File: config.mk
export PLATFORM = sky130hd
export DESIGN_NAME = fifo_burst_reader
export DESIGN_NICKNAME = d
export VERILOG_FILES = /design/src/rtl/fifo_burst_reader_pkg.sv /design/src/rtl/fifo_burst_reader.sv
export SDC_FILE = /design/constraint.sdc
export NUM_CORES = 1
export LEC_CHECK = 0
export ABC_CLOCK_PERIOD_IN_PS = 3900
export CORE_ASPECT_RATIO = 0.9
export CORE_MARGIN = 2
export CORE_UTILIZATION = 60
export CTS_CLUSTER_SIZE = 10
export DETAILED_ROUTE_END_ITERATION = 7
export DONT_BUFFER_PORTS = 1
export PLACE_DENSITY_LB_ADDON = 0.12
export SKIP_LAST_GASP = 1
export SLEW_MARGIN = 10
export SYNTH_ARGS = -nofsm -noshare
export SYNTH_HDL_FRONTEND = slang
export SYNTH_SLANG_ARGS = --single-unit
File: constraint.sdc
create_clock -name i_clk -period 3.9 [get_ports i_clk]
set_clock_uncertainty 0.2 [all_clocks]
set_input_delay 0.39 -clock i_clk [delete_from_list [all_inputs] [get_ports i_clk]]
set_output_delay 0.39 -clock i_clk [all_outputs]
set_load 0.01 [all_outputs]
File: src/rtl/fifo_burst_reader_pkg.sv
// Shared definitions for the FIFO read-side burst master.
// The state encodings are common to every FIFO-side reader.
package fifo_burst_reader_pkg;

    typedef enum logic [1:0] {
        RD_IDLE  = 2'd0,
        RD_BURST = 2'd1,
        RD_DRAIN = 2'd2
    } rd_state_e;

    localparam int DEF_DATA_WIDTH = 32;
    localparam int DEF_LEN_WIDTH  = 8;

endpackage

File: src/rtl/fifo_burst_reader.sv
// Drains a programmed number of entries from a look-ahead FIFO and presents them as a
// valid/ready stream with an end-of-burst flag, one word per cycle under no backpressure.
module fifo_burst_reader
    import fifo_burst_reader_pkg::*;
#(
    parameter int DATA_WIDTH = DEF_DATA_WIDTH,
    parameter int LEN_WIDTH  = DEF_LEN_WIDTH
) (
    input  logic                  i_clk,
    input  logic                  i_rst,
    input  logic                  i_fifo_empty,
    input  logic [DATA_WIDTH-1:0] i_fifo_data,
    output logic                  o_fifo_drop,
    input  logic                  i_start,
    input  logic [LEN_WIDTH-1:0]  i_burst_len,
    input  logic                  i_abort,
    output logic                  o_busy,
    output logic                  o_done,
    output logic [LEN_WIDTH-1:0]  o_words_left,
    output logic [DATA_WIDTH-1:0] o_m_data,
    output logic                  o_m_valid,
    output logic                  o_m_last,
    input  logic                  i_m_ready
);

    localparam logic [LEN_WIDTH-1:0]  LEN_ZERO  = {LEN_WIDTH{1'b0}};
    localparam logic [LEN_WIDTH-1:0]  LEN_ONE   = {{(LEN_WIDTH-1){1'b0}}, 1'b1};
    localparam logic [DATA_WIDTH-1:0] DATA_ZERO = {DATA_WIDTH{1'b0}};

    rd_state_e             r_state;
    logic [LEN_WIDTH-1:0]  r_words_left;
    logic [DATA_WIDTH-1:0] r_m_data;
    logic                  r_m_valid;
    logic                  r_m_last;
    logic                  r_busy;
    logic                  r_done;

    logic                  w_xfer;
    logic                  w_words_nz;
    logic                  w_final_word;
    logic                  w_drop;

    assign w_xfer       = r_m_valid & i_m_ready;
    assign w_words_nz   = (r_words_left != LEN_ZERO);
    assign w_final_word = (r_words_left == LEN_ONE);

    // FIFO pop request; reset and abort suppress it so a killed burst never consumes an extra entry.
    always_comb begin
        w_drop = 1'b0;
        if (i_rst && !i_abort && (r_state == RD_BURST)) begin
            w_drop = ~i_fifo_empty & w_words_nz & (~r_m_valid | i_m_ready);
        end else begin
            w_drop = 1'b0;
        end
    end

    // Burst FSM, word counter and single-entry output register.
    always_ff @(posedge i_clk) begin
        if (!i_rst) begin
            r_state      <= RD_IDLE;
            r_words_left <= LEN_ZERO;
            r_m_data     <= DATA_ZERO;
            r_m_valid    <= 1'b0;
            r_m_last     <= 1'b0;
            r_busy       <= 1'b0;
            r_done       <= 1'b0;
        end else if (i_abort) begin
            // A word still held in the output register is dropped; it already left the FIFO.
            r_state      <= RD_IDLE;
            r_words_left <= LEN_ZERO;
            r_m_valid    <= 1'b0;
            r_m_last     <= 1'b0;
            r_busy       <= 1'b0;
            r_done       <= 1'b0;
        end else begin
            r_done <= 1'b0;
            case (r_state)
                RD_IDLE: begin
                    if (i_start && (i_burst_len != LEN_ZERO)) begin
                        r_state      <= RD_BURST;
                        r_words_left <= i_burst_len;
                        r_busy       <= 1'b1;
                    end
                end
                RD_BURST: begin
                    if (w_drop) begin
                        r_m_data     <= i_fifo_data;
                        r_m_valid    <= 1'b1;
                        r_m_last     <= w_final_word;
                        r_words_left <= r_words_left - LEN_ONE;
                        if (w_final_word) begin
                            r_state <= RD_DRAIN;
                        end
                    end else if (w_xfer) begin
                        r_m_valid <= 1'b0;
                        r_m_last  <= 1'b0;
                    end
                end
                RD_DRAIN: begin
                    // Only the final word can be pending here.
                    if (w_xfer) begin
                        r_m_valid <= 1'b0;
                        r_m_last  <= 1'b0;
                        r_state   <= RD_IDLE;
                        r_busy    <= 1'b0;
                        r_done    <= 1'b1;
                    end
                end
                default: begin
                    r_state      <= RD_IDLE;
                    r_words_left <= LEN_ZERO;
                    r_m_valid    <= 1'b0;
                    r_m_last     <= 1'b0;
                    r_busy       <= 1'b0;
                end
            endcase
        end
    end

    assign o_fifo_drop  = w_drop;
    assign o_busy       = r_busy;
    assign o_done       = r_done;
    assign o_words_left = r_words_left;
    assign o_m_data     = r_m_data;
    assign o_m_valid    = r_m_valid;
    assign o_m_last     = r_m_last;

endmodule

# Yosys cells after proc, flatten, opt, wreduce, memory -nomap -nowiden
# Cells that the tools add are included.
[totals]
inputBits = 46
ff_bits = 46
out_inout_bits = 45
[classes]
n_eq_ne = 7
reduce_logical = 13
mux = 19
n_bitwise = 10
add_sub_neg = 1
[op_table]
columns = ["cell", "n"]
rows = [
  ["$pmux W8 S3", 1],
  ["$mux W8", 2],
  ["$reduce_bool A8 Y1", 2],
  ["$pmux W1 S3", 3],
  ["$reduce_and A3 Y1", 3],
  ["$eq A8 B1 Y1 const B", 1],
  ["$mux W1", 8],
  ["$mux W2", 4],
  ["$ne A2 B2 Y1 const B", 4],
  ["$sub A8 B1 Y8 const B", 1],
  ["$not A1 Y1", 6],
  ["$pmux W2 S3", 1],
  ["$reduce_and A4 Y1", 1],
  ["$and A1 B1 Y1", 3],
  ["$logic_and A1 B1 Y1", 3],
  ["$reduce_or A3 Y1", 1],
  ["$eq A2 B1 Y1 const B", 1],
  ["$eq A2 B2 Y1 const B", 1],
  ["$logic_not A2 Y1", 1],
  ["$reduce_or A2 Y1", 1],
  ["$logic_not A1 Y1", 1],
  ["$or A1 B1 Y1", 1],
]

# Longest topological paths before layout
[logic_depth]
ltp_word = 6
depth_mapped = 8

# Worst setup path before layout
# No wires, ideal clock.
[synth_path]
kind = "input -> register"
from = "in i_abort"
to = "reg r_words_left[2], in the netlist o_words_left[2]"
cell_stages = 5
path_buffers = 0
t_arrival_ns = 1.682
path_slack_ns = 1.901
setup_time_ns = 0.117
path_cell_list = "nand2b_1 or3_4 a221oi_4 o21ai_0 a32o_1"
[synth_via]
elab_chain_cells = 6
elab_cells_between_ends = 7
classes_between = "1 x eq/ne; 1 x mux; 5 x reduce/logical"
[synth_rtl]
columns = ["element", "line_no", "rtl"]
rows = [
  ["start: declaration", "fifo_burst_reader.sv:16", "input logic i_abort,"],
  ["$logic_not A1 Y1", "fifo_burst_reader.sv:50", "if (i_rst && !i_abort && (r_state == RD_BURST)) begin"],
  ["$logic_and A1 B1 Y1 (2 in a row)", "fifo_burst_reader.sv:50", ""],
  ["$mux W1", "fifo_burst_reader.sv:50", ""],
  ["$ne A2 B2 Y1 (no source line)", "--", ""],
  ["$reduce_and A3 Y1 (no source line)", "--", ""],
  ["end signal: assignment", "fifo_burst_reader.sv:81", "r_words_left <= i_burst_len;"],
  ["end signal: assignment", "fifo_burst_reader.sv:90", "r_words_left <= r_words_left - LEN_ONE;"],
  ["end: declaration", "fifo_burst_reader.sv:31", "logic [LEN_WIDTH-1:0] r_words_left;"],
]
# Several ways; a longest one is shown, not always the timed one.
# A chain may end at the register's enable or synchronous reset.

# Worst setup path in the final report
[layout_path]
from = "reg r_state[1]"
to = "out o_fifo_drop"
[layout_via]
elab_chain_cells = 3
[layout_rtl]
columns = ["element", "line_no", "rtl"]
rows = [
  ["start: declaration", "fifo_burst_reader.sv:30", "rd_state_e r_state;"],
  ["start signal: assignment", "fifo_burst_reader.sv:60", "r_state <= RD_IDLE;"],
  ["start signal: assignment", "fifo_burst_reader.sv:69", "r_state <= RD_IDLE;"],
  ["start signal: assignment", "fifo_burst_reader.sv:80", "r_state <= RD_BURST;"],
  ["$eq A2 B1 Y1", "fifo_burst_reader.sv:50", ""],
  ["$logic_and A1 B1 Y1", "fifo_burst_reader.sv:50", ""],
  ["$mux W1", "fifo_burst_reader.sv:50", ""],
  ["end: declaration", "fifo_burst_reader.sv:13", "output logic o_fifo_drop,"],
]
# No other way between the ends.

==> reports/results.ini <==
[job]
drv_cap = 0

[yosys]
ys_types = 40
syn_inst = 254
ys_seq_area_share_pct = 43.3
synth.avg_cell_area_sq_um = 8.37
yosysTopAreaCell = dfxtp_1
synth.ff_latch_count = 46
yosys.area.top_type_share_pct = 43.3
synth_area_leaders = dfxtp_1, nand2_1, a21boi_0
syn_area_sq_um = 2130
synth_top_family_by_area = compound AO/OA/AOI/OAI gates
synthesis.nets = 307
synthAdderAreaFrac_pct = 4.12
ys_warn_count = 0
synth_compound_area_share_pct = 24.8
synth_xor_area_share_pct = 0.412
synthMuxAreaShare_pct = 0
post_synth_and_or_nand_nor_area_fraction_pct = 22.8

[critical_path]
path_delay_family = buffers and inverters
cp.required_ps = 3310
worstSetupPathType = reg -> out
cp_slowest_cell = ha_1
worst_setup_path_start_kind = flop
worstPathArrival_ps = 2130
crit_chain = inv_1, ha_1, nand3_1, buf_4, inv_2
slowest_delay_ps = 510
cp-end-kind = output pin
crit_fanout = 34
cp_num_buf_inv = 3

[floorplan]
num_rows = 20
ios = 91
dieWidth_um = 66.7
core-area_sq_um = 3380
die_h_um = 60.5
die_area_sq_um = 4040
start_util_pct = 62.9

[final_layout]
finalNonFillerCells = 292
diodes = 0
drive_gt1_share_pct = 5.24
area_growth_pct = 4.65
nets = 300
final_cell_mix = nand2_1, dfxtp_1, a21boi_0, nor2_1, o21ai_0
layout_commonest_cell = nand2_1
fin_area_sq_um = 2220

[power]
peakVddDrop_v = 0.000308
p_leak_nw = 0.785
p_per_area_nw_per_um2 = 420

[sta]
period_needed_ps = 2720
rsz0062_at_grt = no
maxSlewViolCount = 0
max_slew.worst_pin.slew_ps = 918
timing.setup.tns_ps = 0
finalWorstSetupSlack_ps = 1180
fmaxAchievable_mhz = 367
timing.slew.headroom_pct = 38.7
period_share_pct = 69.8
final-setup-viol-count = 0
hold_violations = 0

[cts]
clk_path_buf_depth = 2
cts_sinks = 46
post_cts_resized = 0
cts_tree = done
clock_latency_ps = 280
hold_buffers = 0
root_buffer = clkbuf_8
cts.htree.levels = 2
post_cts.repair.setup_buffers = 0
tritoncts.num_buffers = 5
clkSlewWorstSetupHoldPaths_ps = 80

[grt]
met3_usage_pct = 7.42
use_met2_pct = 36.6
grt.overflow.total = 0
busiest_layer = met2
met1_usage_pct = 27.1
grt.total_usage_pct = 22.1
first_global_vias = 1557
grt_pass1_wl_mm = 6.84
grt_max_degree = 35
antenna_found_initial = 0

[placement]
place_inst = 284
dpl_worst_slack_ps = 1280
place_congestion = 0.885
dp_hpwl_mm = 3.15
io_buffers = 0
place_area_sq_um = 2120

[detailed_routing]
ant_nets = 0
via_per_inst = 5.93
drt_iter0_markers = 171
post_drt_wl_per_cell_um = 15.2
totalWireLength_mm = 4.44
first_pass_iters = 4
vias = 1733
drc = 0

[worst_hold_path]
worstHoldPathType = in -> reg

[run_status]
status = completed

[metal layers]
metal / vias up / wire (um) / share of wire (%)
li1: 861 / - / -
met1: 795 / 1940 / 44
met2: 72 / 2080 / 47
met3: 5 / 383 / 8.6
met4: 0 / 38 / 0.86
met5: - / 0 / 0
[cell usage after synthesis]
master and count:
or3_4 1, a21boi_0 28, nand2b_1 2, nand2_1 74, or3_1 1, nand4_1 4
a211oi_1 2, xnor2_1 1, a22oi_1 5, nor3_1 4, a41o_1 2, o22ai_1 1
a2bb2oi_1 1, nor2_1 9, a32oi_1 1, o31ai_1 1, buf_6 1, nor2b_1 3
a32o_1 4, clkbuf_1 9, inv_1 6, a211o_1 2, a31oi_1 1, a21oi_1 4
o21ai_1 1, nand3_1 5, nor2_2 1, a21boi_1 5, ha_1 7, and3_1 1
or4_1 2, buf_2 5, o21ai_0 8, a21o_1 1, a221oi_4 1, nor4_4 1
nor4_1 1, a211oi_2 1, dfxtp_1 46, inv_2 1
[flip-flops by register name (all words and copies together), names as in the netlist]
register	cells
o_m_data	32
o_busy	1
o_m_valid	1
r_state	2
o_m_last	1
o_done	1
o_words_left	8
[cells by family (layout without fill, tap and decap cells)]
family | after synthesis | after routing
compound gates | 69 | 69
buf+inv | 22 | 16
flops | 46 | 46
xor+xnor | 1 | 1
fa+ha+maj | 7 | 7
simple gates | 109 | 109
[path summary, 6_finish.rpt]
check | start | endpoint | slack (ps) | depth (start not counted)
hold reg to reg | o_m_data[17] | o_m_data[17] | 310 | 2
setup / recovery | r_state[1] | o_fifo_drop | 1180 | 5
hold / removal | i_fifo_data[17] | o_m_data[17] | 30 | 2
setup reg to reg | r_state[1] | o_words_left[6] | 1430 | 6
[power by group]
part	internal, mW	leakage [nW]	switching [mW]	total (mW)
Sequential	0.478	0.372	0.0162	0.495
Combinational	0.0431	0.361	0.0603	0.103
Clock	0.192	0.0524	0.144	0.336
Total	0.713	0.785	0.221	0.934
[metrics by stage]
step                      utilization [%]  hold slack [ps]  power, mW
after detailed placement             62.7              298      0.607
after global placement               62.7              289      0.607
final                                65.9             32.3      0.934
after CTS                            65.9             22.5      0.944
after floorplan                         -              279      0.595
after global routing                 65.9             17.9      0.981
[final cells by class]
cell class              count  area (sq um)
fillers                   291          1150
clock inverters             1          30.0
clock buffers               7          76.3
multi-input cells         186          1110
inverters                   7          26.3
well taps                  44          55.1
repair buffers              1          7.51
flip-flops and latches     46           921
(Power assumes the default switching activity.)
